<file path="config.mk">
export PLATFORM = sky130hd
export DESIGN_NAME = mmuart_rx_deframer
export DESIGN_NICKNAME = d
export VERILOG_FILES = /design/src/rtl/mmuart_rx_deframer.sv
export SDC_FILE = /design/constraint.sdc
export NUM_CORES = 1
export LEC_CHECK = 0
export BUFFER_PORTS_ARGS = -buffer_cell sky130_fd_sc_hd__clkbuf_2
export CAP_MARGIN = 20
export CORE_MARGIN = 4
export CORE_UTILIZATION = 30
export DETAILED_ROUTE_END_ITERATION = 7
export GPL_TIMING_DRIVEN = 0
export PLACE_DENSITY_LB_ADDON = 0.08
export SETUP_SLACK_MARGIN = 0.1
export SLEW_MARGIN = 10
export SYNTH_ARGS = -nofsm -noshare
export SYNTH_HDL_FRONTEND = slang
export SYNTH_SLANG_ARGS = --single-unit
</file>
<file path="constraint.sdc">
create_clock -name MCCC_CLK_BASE -period 4.1 [get_ports MCCC_CLK_BASE]
set_input_delay 0.82 -clock MCCC_CLK_BASE [delete_from_list [all_inputs] [get_ports MCCC_CLK_BASE]]
set_output_delay 0.82 -clock MCCC_CLK_BASE [all_outputs]
set_load 0.005 [all_outputs]
</file>
<file path="src/rtl/mmuart_rx_deframer.sv">
// mmuart_rx_deframer
//   Fabric-side UART receiver for the MSS MMUART_1_TXD line. Oversamples the
//   line at 16x, deframes 8N1 characters (8E1 when MMUART_RX_PARITY_EN is
//   defined) and queues good bytes in a small FIFO with a valid/ready port.
//
//   Build option: `define MMUART_RX_PARITY_EN  -> 8E1 framing with even parity
//   checking; otherwise 8N1 and PARITY_ERR is tied to 0.
//
// Ports
//   MCCC_CLK_BASE  in   clock
//   FAB_RESET      in   synchronous active-high reset
//   RXD_IN         in   asynchronous serial line, idle high
//   RX_DATA        out  FIFO head byte (meaningful while RX_VALID)
//   RX_VALID       out  FIFO not empty
//   RX_READY       in   consumer accepts head when RX_VALID & RX_READY
//   FRAME_ERR      out  1-cycle pulse, stop bit sampled low
//   PARITY_ERR     out  1-cycle pulse, parity mismatch
//   OVERRUN        out  1-cycle pulse, good byte dropped because FIFO full
//   FIFO_LEVEL     out  stored byte count
module mmuart_rx_deframer #(
  parameter int BAUD_DIV   = 27,
  parameter int FIFO_DEPTH = 8
) (
  input  logic                        MCCC_CLK_BASE,
  input  logic                        FAB_RESET,
  input  logic                        RXD_IN,
  output logic [7:0]                  RX_DATA,
  output logic                        RX_VALID,
  input  logic                        RX_READY,
  output logic                        FRAME_ERR,
  output logic                        PARITY_ERR,
  output logic                        OVERRUN,
  output logic [$clog2(FIFO_DEPTH):0] FIFO_LEVEL
);
  localparam int          AW       = $clog2(FIFO_DEPTH);
  localparam int          LW       = AW + 1;
  localparam logic [15:0] TICK_MAX = 16'(BAUD_DIV - 1);

`ifdef MMUART_RX_PARITY_EN
  typedef enum logic [2:0] {S_IDLE, S_START, S_DATA, S_PARITY, S_STOP} state_t;
`else
  typedef enum logic [2:0] {S_IDLE, S_START, S_DATA, S_STOP} state_t;
`endif

  state_t          state, nxt;
  logic            sync1, sync2, prev;
  logic            rxd, fall;
  logic [15:0]     tcnt;
  logic            tick;
  logic [3:0]      tk;       // ticks elapsed in the current bit
  logic            samp;     // bit-sample strobe for the current state
  logic [2:0]      bcnt;
  logic [7:0]      sh;
  logic            start_go, push, ferr_set;
`ifdef MMUART_RX_PARITY_EN
  logic            par_bad, perr_set;
`endif

  logic [7:0]      mem [FIFO_DEPTH];
  logic [AW-1:0]   wptr, rptr;
  logic [LW-1:0]   level;
  logic            full, pop, wr;

  // Two-flop synchroniser plus one history flop for edge detection.
  // Reset to 1 so a held-high line never looks like a start edge.
  always_ff @(posedge MCCC_CLK_BASE) begin
    if (FAB_RESET) begin
      sync1 <= 1'b1;
      sync2 <= 1'b1;
      prev  <= 1'b1;
    end else begin
      sync1 <= RXD_IN;
      sync2 <= sync1;
      prev  <= sync2;
    end
  end

  assign rxd  = sync2;
  assign fall = prev & ~rxd;
  assign tick = (tcnt == TICK_MAX);
  // Start bit is sampled at its middle (8 ticks), all later bits 16 ticks apart.
  assign samp = tick & (tk == ((state == S_START) ? 4'd7 : 4'd15));

  // Tick/bit counters and shift register. Clearing on start_go locks the
  // sampling phase to the detected falling edge.
  always_ff @(posedge MCCC_CLK_BASE) begin
    if (FAB_RESET) begin
      tcnt <= '0;
      tk   <= '0;
      bcnt <= '0;
      sh   <= '0;
    end else begin
      if (start_go || tick) tcnt <= '0;
      else                  tcnt <= tcnt + 16'd1;
      if (start_go || samp) tk <= '0;
      else if (tick)        tk <= tk + 4'd1;
      if (start_go)
        bcnt <= '0;
      else if (state == S_DATA && samp) begin
        bcnt <= bcnt + 3'd1;
        sh   <= {rxd, sh[7:1]};  // LSB first
      end
    end
  end

`ifdef MMUART_RX_PARITY_EN
  // Even parity: data XOR parity bit must be 0.
  always_ff @(posedge MCCC_CLK_BASE) begin
    if (FAB_RESET)                        par_bad <= 1'b0;
    else if (state == S_PARITY && samp)   par_bad <= ^{sh, rxd};
  end
`endif

  // FSM state register
  always_ff @(posedge MCCC_CLK_BASE) begin
    if (FAB_RESET) state <= S_IDLE;
    else           state <= nxt;
  end

  // FSM next state
  always_comb begin
    nxt = state;
    case (state)
      S_IDLE:   if (fall) nxt = S_START;
      S_START:  if (samp) nxt = rxd ? S_IDLE : S_DATA;
`ifdef MMUART_RX_PARITY_EN
      S_DATA:   if (samp && bcnt == 3'd7) nxt = S_PARITY;
      S_PARITY: if (samp) nxt = S_STOP;
`else
      S_DATA:   if (samp && bcnt == 3'd7) nxt = S_STOP;
`endif
      S_STOP:   if (samp) nxt = S_IDLE;
      default:  nxt = S_IDLE;
    endcase
  end

  // FSM outputs: one strobe per frame outcome at the stop-bit sample
  always_comb begin
    start_go = 1'b0;
    push     = 1'b0;
    ferr_set = 1'b0;
`ifdef MMUART_RX_PARITY_EN
    perr_set = 1'b0;
`endif
    case (state)
      S_IDLE: start_go = fall;
      S_STOP:
        if (samp) begin
          if (!rxd)        ferr_set = 1'b1;
`ifdef MMUART_RX_PARITY_EN
          else if (par_bad) perr_set = 1'b1;
`endif
          else             push     = 1'b1;
        end
      default: ;
    endcase
  end

  // FIFO. Pop is evaluated first, so a push while full is still accepted
  // when a pop frees the slot in the same cycle.
  assign full = (level == LW'(FIFO_DEPTH));
  assign pop  = RX_VALID & RX_READY;
  assign wr   = push & (~full | pop);

  always_ff @(posedge MCCC_CLK_BASE) begin
    if (FAB_RESET) begin
      for (int i = 0; i < FIFO_DEPTH; i++) mem[i] <= '0;
      wptr  <= '0;
      rptr  <= '0;
      level <= '0;
    end else begin
      if (wr) begin
        mem[wptr] <= sh;
        wptr      <= wptr + AW'(1);
      end
      if (pop) rptr <= rptr + AW'(1);
      case ({wr, pop})
        2'b10:   level <= level + LW'(1);
        2'b01:   level <= level - LW'(1);
        default: ;
      endcase
    end
  end

  assign RX_DATA    = mem[rptr];
  assign RX_VALID   = (level != '0);
  assign FIFO_LEVEL = level;

  // Error pulses, registered so they line up with the FIFO update
  always_ff @(posedge MCCC_CLK_BASE) begin
    if (FAB_RESET) begin
      FRAME_ERR <= 1'b0;
      OVERRUN   <= 1'b0;
    end else begin
      FRAME_ERR <= ferr_set;
      OVERRUN   <= push & full & ~pop;
    end
  end

`ifdef MMUART_RX_PARITY_EN
  always_ff @(posedge MCCC_CLK_BASE) begin
    if (FAB_RESET) PARITY_ERR <= 1'b0;
    else           PARITY_ERR <= perr_set;
  end
`else
  assign PARITY_ERR = 1'b0;
`endif

endmodule

</file>
Word-level counts from Yosys, hierarchy flattened
Memories as Yosys holds them, arrays and structs flattened. A register that Yosys moved wholly into a read port is not among the register bits.
Index checks and enable logic that the tools add are counted.

storage, ports and cells
  bits in latches = 0
  RAM bits = 64
  bits in read-only memories = 0
  register bits after elaboration = 49
  memories = 1
  bits of input ports = 4
  logic and storage cells = 84
  output and inout bits = 16

cells by class
  $add $sub $neg = 7
  reduce and logical (&&, ||, !) cells = 14
  $lt $le $gt $ge = 0
  div/mod/pow operators = 0
  shift-type cells = 0
  multipliers = 0
  eq/ne operators = 13
  multiplexer cells = 23
  bitwise operators = 13

memory list
  memory  words  width  rd ports  clocked after memory_dff  wr ports  RTL line  RTL
  mem     8      8      1         1                         8         59        logic [7:0] mem [FIFO_DEPTH];

operators by type and width
  operator               count
  $mux 3                 7
  $add 16x1->16 const B  1
  $eq 16x5->1 const B    1
  $pmux 3 s4             1
  $mux 1                 11
  $add 3x1->3 const B    3
  $add 4x1->4 const B    2
  $mux 8                 1
  $pmux 4 s2             1
  $reduce_or 8->1        1
  $and 1x1->1            6
  $eq 3x2->1 const B     2
  $ne 2x2->1 const B     3
  $not 1->1              6
  $reduce_or 2->1        3
  $eq 4x4->1             1
  $eq 4x4->1 const B     1
  $mux 4                 1
  $reduce_and 4->1       1
  $reduce_bool 4->1      1
  $sub 4x1->4 const B    1
  $eq 3x1->1 const B     1
  $eq 3x3->1 const B     1
  $logic_not 3->1        1
  10 further kinds       12

Depth between registers and ports, before layout
Gate-level depths: netlist of run 1.

  depth after elaboration = 12
  gate-level depth with buffers = 10
  depth with buffers taken out = 10

Worst setup path before layout of run 1
Ideal clock, no wire load.

  path kind = reg2reg
  from = register tcnt[0]
  to = memory mem[5][0] (enable)
  clock period less this slack = 2661 ps
  path buffers = 3
  arrival = 2275 ps
  slack = 1439 ps
  cell stages (with the launch flop) = 10
  data required time = 3713 ps
  setup time = 387 ps
  cell sequence = dfxtp_1 inv_1 ha_1 nor3b_1 and4_1 buf_6 nand3_4 buf_6 buf_2 o31ai_1

RTL lines
  element                 RTL line  RTL
  start, declared         48        logic [15:0] tcnt;
  start signal, assigned  94        else tcnt <= tcnt + 16'd1;
  end, declared           59

==> summary.md, run 1 <==
| Metric | Value |
|---|---|
| Final Hold Viols | `0` |
| Cells on Worst Hold Path | `1` |
| Die Width | `about 140 um` |
| Post-layout min period | `between 3000 and 4000 ps` |
| Worst Path Max Fanout | `10` |
| Final weighted congestion in routability-driven placement | `0.7868` |
| Worst Skew | `10.22 ps` |
| Drt first pass iters | `4` |
| Measured slew at the worst slew-check pin | `about 1100 ps` |
| Later-pin clock latency in the skew report | `410 ps` |
| Number of buffer cells added on primary ports | `17` |
| Antenna-violating nets left | `0` |
| Area of the mapped netlist | `approximately 5200 um^2` |
| Largest net degree at the start of global routing | `17` |
| First-pass GRT wire length | `19,380 um` |
| Worst-path clk slew | `~50 ps` |
| Fraction of the yosys area taken by sequential cells | `between 50% and 60%` |
| Cell Area, Placed | `~5700 um^2` |
| Number of buffers between clock root and the deepest sink | `2` |
| P_leak | `2.182 nW` |
| Standard cell core area | `between 15,000 and 20,000 um^2` |
| WP data required | `3280 ps` |
| Class of the tightest hold or removal check | `register to register` |
| Switching power share of the total | `21.27%` |
| Routed wire length | `12,040 um` |
| Proportion of layout cells with a drive suffix above 1 | `20.69%` |
| Floorplan die height | `140.0 um` |
| Mean instance size in the synthesized netlist | `around 12 um^2` |
| Gr usage total | `12.95%` |
| Vias per Instance | `roughly 4.7` |
| Number of primary I/O pins | `20` |
| Endpoint kind of the worst setup timing path | `primary output` |
| Ordered cell list for the critical path | `buf_1, clkbuf_1, mux4_2, mux2_2, clkbuf_2` |
| Die ar. | `19,590 um^2` |
| Largest delay share family, worst path | `buffers and inverters` |
| Cell count after synthesis | `437` |
| Status | `completed` |
| Share of flip-flops with an asynchronous set or reset | `0%` |
| Largest voltage drop on the vdd net | `~0.27 mV` |
| MaxCap Viol Count | `0` |
| Number of buffers inserted for hold repair after clock tree synthesis | `0` |
| Estimated wirelength of the detail-placed design | `8308 um` |
| Count of buffering cells on the critical path with inverters included | `3` |
| Main synth FF type | `sky130_fd_sc_hd__edfxtp_1` |
| Detailed router's first-iteration violation count | `between 150 and 200` |
| CTS tree | `done` |
| Number of rows in the core area | `47` |
| Synth Net Count | `449` |
| Post-route design area | `approximately 6200 um^2` |
| Commonest non-fill, non-tap cells in the layout | `sky130_fd_sc_hd__edfxtp_1 (64), sky130_fd_sc_hd__dfxtp_1 (51), sky130_fd_sc_hd__nor2_1 (47), sky130_fd_sc_hd__and2_1 (35), sky130_fd_sc_hd__nand2_1 (31)` |
| Post-CTS setup-driven buffer insertion count | `0` |
| Initial Utilization | `slightly above 30%` |
| Clock group share of total power | `approximately 50%` |
| Pint | `approximately 0.0021 W` |
| Critical-path top delay cell | `sky130_fd_sc_hd__clkbuf_1` |
| Sum Neg Setup Slack | `0 ps` |
| Comb power frac | `2.8%` |
| Switch Pwr | `0.0005667 W` |
| Commonest non-fill, non-tap cell in the layout | `sky130_fd_sc_hd__edfxtp_1` |
| CP Data Arrival Time | `about 2600 ps` |
| Tcrit/Tclk final | `82.66%` |
| Final layout net count | `492` |
| Root Buffer | `sky130_fd_sc_hd__clkbuf_16` |
| Number of buffers inserted during clock tree synthesis | `17` |
| Setup violations, final | `0` |
| Critical Path Stages | `5` |
| Final Max Slew Viols | `0` |
| Highest attainable clock frequency | `between 200 and 300 MHz` |
| Critical path class | `register to primary output` |
| Initial antenna violation count | `0` |
| Wirelength per Cell | `around 17 um` |
| Global route overflow | `0` |
| Number of clock sinks | `115` |
| Yosys reg bits | `115` |
| Area Growth Syn to Fin | `18.52%` |
| Vias | `3,363` |
| Number of DRC violations after detailed routing | `0` |
| Startpoint type of the worst setup path | `register` |
| Number of warning messages in the yosys log | `0` |
| Number of levels the H-tree was split into | `4` |
| Ant diodes | `0` |
| Power density relative to cell area | `around 430 nW/um^2` |
| Cell variety after synth | `45` |
| Reg power frac | `between 40% and 50%` |
| Count of flip-flops with a built-in enable after synthesis | `64` |
| RSZ-0062 raised after global routing | `no` |
| Maximum cell stage delay along the critical path | `590 ps` |
| R2R cell count | `10` |
| Number of resized instances in the post-cts repair step | `0` |
| Via count of the first global-routing pass | `approximately 3,500` |
| Headroom to the max-slew limit | `29.23%` |
==> cell type report <==
cell class	instances	area [um^2]
Clock inverter	13	93.84
Clock buffer	19	432.9
Fill cell	1707	10630
Multi-Input combinational cell	296	2186
Inverter	7	26.28
Sequential cell	115	2943
Timing Repair Buffer	24	135.1
Tap cell	220	275.3
Buffer	19	98.84
==> synth_stat cells, drive strengths merged, types with 3 or more instances <==
cell type | count | share of area, %
or2 | 3 | 0.36
nor2 | 47 | 3.4
ha | 8 | 1.9
and2 | 35 | 4.2
nand3 | 15 | 1.7
or3 | 3 | 0.36
xnor2 | 11 | 1.8
clkbuf | 9 | 0.65
edfxtp | 64 | 37
o31ai | 6 | 0.86
buf | 10 | 1.2
xor2 | 11 | 1.8
mux4 | 16 | 6.9
o21a | 3 | 0.43
mux2 | 9 | 1.9
nand4 | 4 | 0.60
a21oi | 6 | 0.57
inv | 7 | 0.50
nand2b | 6 | 0.72
nand2 | 31 | 2.2
o21ai | 5 | 0.55
and3 | 25 | 3.0
dfxtp | 51 | 20
mux2i | 13 | 2.5
nor3 | 16 | 1.7
nor4 | 9 | 1.6
==> registers in the layout, indices dropped and copies added (netlist names), named ones only <==
name / cells
OVERRUN: 1
mem: 64
tk: 4
tcnt: 16
sh: 8
FIFO_LEVEL: 4
rxd: 1
prev: 1
wptr: 3
bcnt: 3
rptr: 3
state: 2
sync1: 1
FRAME_ERR: 1
==> power by group through the flow <==
stage	Clock, W	Sequential (W)	Combinational [W]
final	0.00133	0.00126	0.0000749
after global routing	0.00141	0.00127	0.0000836
after CTS	0.00136	0.00126	0.0000779
after detailed placement	0	0.00129	0.0000777
after global placement	0	0.00129	0.0000717
after floorplan	0	0.00128	0.0000463
==> cells by family (layout without fill, tap and decap cells) <==
family                     after synthesis  after routing  synth area share [%]
buffers and inverters                   26             82                 2.395
xor gates and xnor gates                22             22                 3.689
other                                    1              1               0.07179
muxes                                   38             38                 11.33
adders and majority gates                8              8                 1.916
AOI/OAI and AO/OA                       26             26                 3.353
DFF                                    115            115                 56.34
and+or+nand+nor                        201            201                 20.91
==> stage by stage <==
stage	hold slack, ps	std cells	utilization [%]	total power (W)	setup WS, ps
2_1_floorplan	389.5	437	-	0.001328	1439
3_3_place_gp	391.4	674	33.20	0.001359	477.3
3_5_place_dp	399.7	680	33.65	0.001365	1097
4_1_cts	412.9	712	36.78	0.002701	642.5
5_1_grt	423.4	713	36.81	0.002760	525.9
6_report	409.6	713	36.81	0.002664	710.8
==> layer usage <==
layer,vias up,track usage [%],wire length (um)
met5,-,0,0
met4,0,5.558,231
met3,19,3.067,309
met2,47,20.66,5806
met1,1626,16.90,5691
li1,1671,-,-
==> path summary, 6_finish.rpt <==
check / slack [ps] / start / endpoint
max: 710 / register / RX_DATA[3]
min: 410 / sync1 / rxd
min reg2reg: 410 / sync1 / rxd
max reg2reg: 1250 / tcnt[0] / mem[5][5]
==> worst reg2reg max path, stage by stage (launching register included) <==
cell and delay [ps]:
sky130_fd_sc_hd__dfxtp_1 330, sky130_fd_sc_hd__inv_1 60, sky130_fd_sc_hd__ha_1 150, sky130_fd_sc_hd__nor3b_1 390, sky130_fd_sc_hd__and4_1 280, sky130_fd_sc_hd__buf_6 140
sky130_fd_sc_hd__nand3_4 110, sky130_fd_sc_hd__buf_6 170, sky130_fd_sc_hd__buf_2 190, sky130_fd_sc_hd__o31ai_2 460, sky130_fd_sc_hd__buf_4 260
Power figures use the tool's default switching activity.
==> inputs of run 2 (changes only) <==
ABC_AREA = 1   (was not set)
clock period = 3.4 ns   (was 4.1 ns; I/O delays follow)
==> run 2 against run 1 <==
Compared with the run above:
- routed wire length is 4.8% higher
- hold slack better by 6.3 ps
- worst setup slack worse by 190 ps
- critical path depth is 2 higher
- global-route usage is 0.57 points higher
- combinational power is 12% higher
- critical path type unchanged
- largest cell class unchanged
==> summary.md, run 2 <==
| Metric | Value |
|---|---|
| Detailed router's first-iteration violation count | `272` |
| Ordered cell list for the critical path | `inv_1, clkbuf_1, o21ai_0, o22ai_1, nor2_1, a31oi_1, clkbuf_2` |
| Worst Hold End | `rxd` |
| Yosys reg bits | `115` |
| Cells on Worst Hold Path | `1` |
| Tcrit/Tclk final | `84.70%` |
| Reg2reg end | `mem[7][3]` |
| Die Width | `140.2 um` |
| Number of flip-flops under the largest register name | `64` |
| Status | `completed` |
| Critical path class | `register to primary output` |
| Routed wire length | `12,610 um` |
| Largest delay share family, worst path | `buffers and inverters` |
| Root Buffer | `sky130_fd_sc_hd__clkbuf_16` |
| Vias per Instance | `4.619` |
| Number of buffers inserted during clock tree synthesis | `17` |
| Number of buffers between clock root and the deepest sink | `2` |
| Critical R2R Launch | `tk[1]` |
| MaxCap Viol Count | `0` |
| P_leak | `2.393 nW` |
| Sum Neg Setup Slack | `0 ps` |
| Highest attainable clock frequency | `347.3 MHz` |
| Commonest non-fill, non-tap cells in the layout | `sky130_fd_sc_hd__nor2_1 (167), sky130_fd_sc_hd__edfxtp_1 (64), sky130_fd_sc_hd__nand2_1 (62), sky130_fd_sc_hd__dfxtp_1 (51), sky130_fd_sc_hd__o21ai_0 (46)` |
| Antenna-violating nets left | `0` |
| Area of the mapped netlist | `5240 um^2` |
| First-pass GRT wire length | `20,530 um` |
| Final Hold Viols | `0` |
| Register with the most flip-flops | `mem` |
| Cell taking the most area after synthesis | `sky130_fd_sc_hd__edfxtp_1` |
| Later-pin clock latency in the skew report | `420 ps` |
| Share of flip-flops with an asynchronous set or reset | `0%` |
| Worst-path clk slew | `60 ps` |
| Final weighted congestion in routability-driven placement | `0.8021` |
| Proportion of layout cells with a drive suffix above 1 | `a little over an eighth` |
| Count of buffering cells on the critical path with inverters included | `3` |
| Leading post-synthesis cells by cell area | `sky130_fd_sc_hd__edfxtp_1 (37%), sky130_fd_sc_hd__dfxtp_1 (19%), sky130_fd_sc_hd__nor2_1 (12%), sky130_fd_sc_hd__nand2_1 (4.4%), sky130_fd_sc_hd__o21ai_0 (4.4%)` |
| Commonest non-fill, non-tap cell in the layout | `sky130_fd_sc_hd__nor2_1` |
| Largest voltage drop on the vdd net | `just under 0.4 mV` |
| Share of the synthesized area in the top cell type | `36.68%` |
| Worst Path Max Fanout | `10` |
| Initial antenna violation count | `0` |
| Count of flip-flops with a built-in enable after synthesis | `64` |
| Number of clock sinks | `between 100 and 150` |
| CP Data Arrival Time | `2200 ps` |
| Mean instance size in the synthesized netlist | `8.927 um^2` |
| Largest net degree at the start of global routing | `17` |
| Number of primary I/O pins | `20` |
| Number of buffer cells added on primary ports | `17` |
| Wirelength per Cell | `14.65 um` |
| Largest registers | `mem (64), tcnt (16), sh (8)` |
| Number of DRC violations after detailed routing | `0` |
| Top cell types by occurrence after synthesis | `sky130_fd_sc_hd__nor2_1 (167), sky130_fd_sc_hd__edfxtp_1 (64), sky130_fd_sc_hd__nand2_1 (62)` |
| RSZ-0062 raised after global routing | `no` |
| Estimated wirelength of the detail-placed design | `slightly below 9000 um` |
| Area Growth Syn to Fin | `18.77%` |
| Startpoint type of the worst setup path | `register` |
| Hold path startpoint | `sync1` |
| Worst Skew | `11.02 ps` |
| Maximum cell stage delay along the critical path | `390 ps` |
| Synth Net Count | `599` |
| Critical-path top delay cell | `sky130_fd_sc_hd__dfxtp_1` |
| Class of the tightest hold or removal check | `register to register` |
| Number of levels the H-tree was split into | `4` |
| Fraction of the yosys area taken by sequential cells | `a little under three fifths` |
| Floorplan die height | `~140 um` |
| Die ar. | `19,640 um^2` |
| Power density relative to cell area | `559.2 nW/um^2` |
| Number of buffers inserted for hold repair after clock tree synthesis | `0` |
| Number of resized instances in the post-cts repair step | `0` |
| Post-layout min period | `2880 ps` |
| Measured slew at the worst slew-check pin | `608.3 ps` |
| Cell variety after synth | `38` |
| Count leader, synth | `sky130_fd_sc_hd__nor2_1` |
| Standard cell core area | `~17,000 um^2` |
| Final layout net count | `around 640` |
| Final-layout worst hold slack | `between 400 and 500 ps` |
| Initial Utilization | `30.40%` |
| Number of rows in the core area | `48` |
| Vias | `3,977` |
| Setup violations, final | `0` |
| WP data required | `roughly 2700 ps` |
| Final Max Slew Viols | `0` |
| Headroom to the max-slew limit | `59.14%` |
| Main synth FF type | `sky130_fd_sc_hd__edfxtp_1` |
| Global route overflow | `0` |
| Via count of the first global-routing pass | `~3,800` |
| R2R cell count | `11` |
| Ant diodes | `0` |
| Fill cell total of the finished layout | `1,752` |
| Number of warning messages in the yosys log | `0` |
| Post-CTS setup-driven buffer insertion count | `0` |
| Drt first pass iters | `7` |
| Register-to-Register Setup Slack | `970 ps` |
| Cell count after synthesis | `587` |
| CTS tree | `done` |
| Endpoint kind of the worst setup timing path | `primary output` |
| Gr usage total | `13.52%` |
-- run 2: worst max path at each step --
stage / to / cells after the start / slack, ps / startpoint
final: RX_DATA[6] / 7 / 520 / register
after global routing: RX_DATA[6] / 7 / 310 / register
after CTS: RX_DATA[6] / 6 / 490 / register
after detailed placement: mem[7][7] / 4 / 680 / FAB_RESET
after global placement: mem[7][7] / 4 / 660 / FAB_RESET
after floorplan: mem[6][0] / 4 / 1320 / FAB_RESET
-- run 2: where the power goes --
part / switching [W] / internal [W] / leakage (nW)
logic: 0.0000577 / 0.0000264 / 1.08
clock network: 0.000653 / 0.00122 / 0.295
registers: 0.0000144 / 0.00151 / 1.02
-- run 2: cells by family after synthesis --
family | after synthesis | share of synthesized area [%]
AO/OA/AOI/OAI | 97 | 10.32
XOR/XNOR | 4 | 0.6685
adder cells (fa/ha/maj) | 8 | 1.910
buffers and inverters | 74 | 5.587
flip-flops | 115 | 56.16
other | 1 | 0.07156
AND/OR/NAND/NOR | 288 | 25.29
-- run 2: routing by layer --
| metal | global-route usage, % | share of wire, % |
|---|---|---|
| met1 | 18.47 | 50 |
| met2 | 20.72 | 45 |
| met3 | 3.312 | 3.5 |
| met4 | 5.201 | 1.8 |
| met5 | 0 | 0 |
-- run 2: per-stage QoR --
stage / setup WS [ps] / instances / area (um^2) / util (%) / power [W]
finish: 520.4 / 861 / 6223 / 36.11 / 0.003480
global route: 310.3 / 861 / 6223 / 36.11 / 0.003607
CTS: 491.7 / 861 / 6223 / 36.11 / 0.003521
detailed placement: 677.8 / 829 / 5607 / 32.53 / 0.001638
global placement: 662.6 / 829 / 5607 / 32.53 / 0.001637
floorplan: 1320 / 587 / 5240 / - / 0.001606
-- run 2: cell type report --
| cell class | count | area [um^2] | area share (%) |
|---|---|---|---|
| inverters | 57 | 215.2 | 3.458 |
| clock buffers | 18 | 429.2 | 6.896 |
| multi-input cells | 398 | 2004 | 32.21 |
| repair buffers | 17 | 85.08 | 1.367 |
| flip-flops and latches | 115 | 2943 | 47.29 |
| plain buffers | 17 | 77.57 | 1.246 |
| clock inverters | 14 | 187.7 | 3.016 |
| well taps | 225 | 281.5 | 4.524 |
==> inputs of run 3 (changes only) <==
clock period = 2.7 ns   (was 3.4 ns; I/O delays follow)
==> run 3 against run 2 <==
Compared with the run above:
- die area did not move
- worst setup slack lost 250 ps
- via count shrank 0.25%
- routed wire length hardly changed
- sequential power increased by 26%
- cell count unchanged
- sequential share of layout area decreased by 0.16 points
- largest cell class unchanged
==> summary.md, run 3 (same netlist as run 2, synthesis figures left out) <==
| Metric | Value |
|---|---|
| Via count of the first global-routing pass | `3,807` |
| Critical R2R Launch | `tk[1]` |
| Number of primary I/O pins | `20` |
| Setup violations, final | `0` |
| Largest net degree at the start of global routing | `17` |
| Tcrit/Tclk final | `between 90% and 100%` |
| Final Hold Viols | `0` |
| Post-Route Utilization | `36.26%` |
| P_leak | `2.414 nW` |
| Post-layout min period | `2432 ps` |
| Worst Path Max Fanout | `10` |
| Wirelength per Cell | `14.66 um` |
| Measured slew at the worst slew-check pin | `about 720 ps` |
| Startpoint type of the worst setup path | `register` |
| Commonest non-fill, non-tap cell in the layout | `sky130_fd_sc_hd__nor2_1` |
| Final layout net count | `635` |
| Headroom to the max-slew limit | `between 50% and 60%` |
| Estimated wirelength of the detail-placed design | `roughly 8800 um` |
| Number of DRC violations after detailed routing | `0` |
| Total met3 wirelength after detailed routing | `462 um` |
| RSZ-0062 raised after global routing | `no` |
| Initial Utilization | `30.40%` |
| Largest voltage drop on the vdd net | `0.4843 mV` |
| First-pass GRT wire length | `about 21,000 um` |
| Worst Skew | `11.33 ps` |
| Number of levels the H-tree was split into | `4` |
| Number of buffers inserted during clock tree synthesis | `17` |
| Cells on Worst Hold Path | `2` |
| Reg2reg end | `mem[2][1]` |
| Root Buffer | `sky130_fd_sc_hd__clkbuf_16` |
| CP Data Arrival Time | `roughly 1900 ps` |
| WP data required | `approximately 2200 ps` |
| Class of the tightest hold or removal check | `primary input to register` |
| Largest registers | `mem (64), tcnt (16), sh (8)` |
| Worst-case setup margin in the final layout | `267.9 ps` |
| Critical path class | `register to primary output` |
| Number of resized instances in the post-cts repair step | `7` |
| Antenna-violating nets left | `0` |
| Highest attainable clock frequency | `around 410 MHz` |
| Initial antenna violation count | `0` |
| Number of clock sinks | `115` |
| Switch Pwr | `0.0009129 W` |
| Sum Neg Setup Slack | `0 ps` |
| MaxCap Viol Count | `0` |
| Ant diodes | `0` |
| Global route overflow | `0` |
| Detailed router's first-iteration violation count | `255` |
| Number of buffers inserted for hold repair after clock tree synthesis | `0` |
| Pint | `0.003471 W` |
| Proportion of layout cells with a drive suffix above 1 | `15.72%` |
| Power density relative to cell area | `approximately 700 nW/um^2` |
| Floorplan die height | `140.2 um` |
| Worst Setup Slack post-DPL | `117.8 ps` |
| Later-pin clock latency in the skew report | `420 ps` |
| Worst Hold End | `sync1` |
| Vias per Instance | `4.607` |
| Vias | `3,967` |
| Number of rows in the core area | `48` |
| Fill cell total of the finished layout | `around 1,700` |
| Area Growth Syn to Fin | `19.27%` |
| Met2 WL post-DR | `5710 um` |
| Routed wire length | `12,620 um` |
| Switching power share of the total | `20.83%` |
| Reg power frac | `43.7%` |
| Standard cell core area | `about 17,000 um^2` |
| R2R cell count | `11` |
| Die ar. | `19,640 um^2` |
| Drt first pass iters | `6` |
| CTS tree | `done` |
| Total instance count after detailed placement | `between 800 and 900` |
| Status | `completed` |
| Met1 WL | `6216 um` |
| Register with the most flip-flops | `mem` |
| Die Width | `140.2 um` |
| Post-CTS setup-driven buffer insertion count | `0` |
| Max layer used | `met4` |
| Number of buffers between clock root and the deepest sink | `2` |
| Gr usage total | `13.52%` |
| Number of flip-flops under the largest register name | `64` |
| Clock group share of total power | `53.8%` |
| Final weighted congestion in routability-driven placement | `0.8021` |
| Comb power frac | `2.4%` |
| Worst-path clk slew | `60 ps` |
| Final Instance Count excl. Fillers | `861` |
| Number of buffer cells added on primary ports | `17` |
| Commonest non-fill, non-tap cells in the layout | `sky130_fd_sc_hd__nor2_1 (167), sky130_fd_sc_hd__edfxtp_1 (64), sky130_fd_sc_hd__nand2_1 (57), sky130_fd_sc_hd__dfxtp_1 (49), sky130_fd_sc_hd__o21ai_0 (45)` |
| Hold path startpoint | `RXD_IN` |
| Register-to-Register Setup Slack | `390 ps` |
| Endpoint kind of the worst setup timing path | `primary output` |
| Final Max Slew Viols | `0` |
-- run 3: how the worst max path moves through the flow --
stage	start	to	slack, ps	depth (start not counted)
6_report	register	RX_DATA[4]	270	7
5_1_grt	register	RX_DATA[6]	120	7
4_1_cts	register	RX_DATA[4]	100	6
3_5_place_dp	FAB_RESET	mem[7][7]	120	4
3_3_place_gp	FAB_RESET	mem[7][7]	100	4
2_1_floorplan	tk[0]	mem[2][0]	670	11
-- run 3: per-layer routing --
layer	GRT usage (%)	vias up
li1	-	2041
met4	5.201	0
met3	3.312	21
met2	20.72	73
met1	18.47	1832
met5	0	-
-- run 3: through the flow --
step	hold slack [ps]	total power (W)	area, um^2
after floorplan	389.5	0.002023	5240
after global placement	397.1	0.002062	5607
after detailed placement	407.6	0.002063	5607
after CTS	284.7	0.004434	6232
after global routing	296.6	0.004543	6250
final	302.4	0.004384	6250
-- run 3: final cells by class --
cell class | count | area [um^2] | area share (%)
sequential | 115 | 2945 | 47.13
multi-input combinational | 398 | 2017 | 32.27
clock buffer | 18 | 429.2 | 6.867
tap | 225 | 281.5 | 4.505
inverter | 57 | 215.2 | 3.443
clock inverter | 14 | 187.7 | 3.003
buffer | 17 | 88.84 | 1.421
timing repair buffer | 17 | 85.08 | 1.361
-- run 3: power by group through the flow --
| stage | Clock (W) | Combinational [W] | Sequential [W] |
|---|---|---|---|
| global placement | 0 | 0.000108 | 0.00195 |
| global route | 0.00250 | 0.000125 | 0.00192 |
| finish | 0.00236 | 0.000107 | 0.00192 |
| detailed placement | 0 | 0.000109 | 0.00195 |
| CTS | 0.00241 | 0.000109 | 0.00192 |
| floorplan | 0 | 0.0000752 | 0.00195 |
-- run 3: critical path, stage by stage (launching register included) --
cell,delay [ps]
sky130_fd_sc_hd__dfxtp_2,360
sky130_fd_sc_hd__inv_1,150
sky130_fd_sc_hd__buf_2,250
sky130_fd_sc_hd__nor2_1,60
sky130_fd_sc_hd__o22ai_1,270
sky130_fd_sc_hd__nor2_1,90
sky130_fd_sc_hd__a31oi_1,150
sky130_fd_sc_hd__clkbuf_2,130
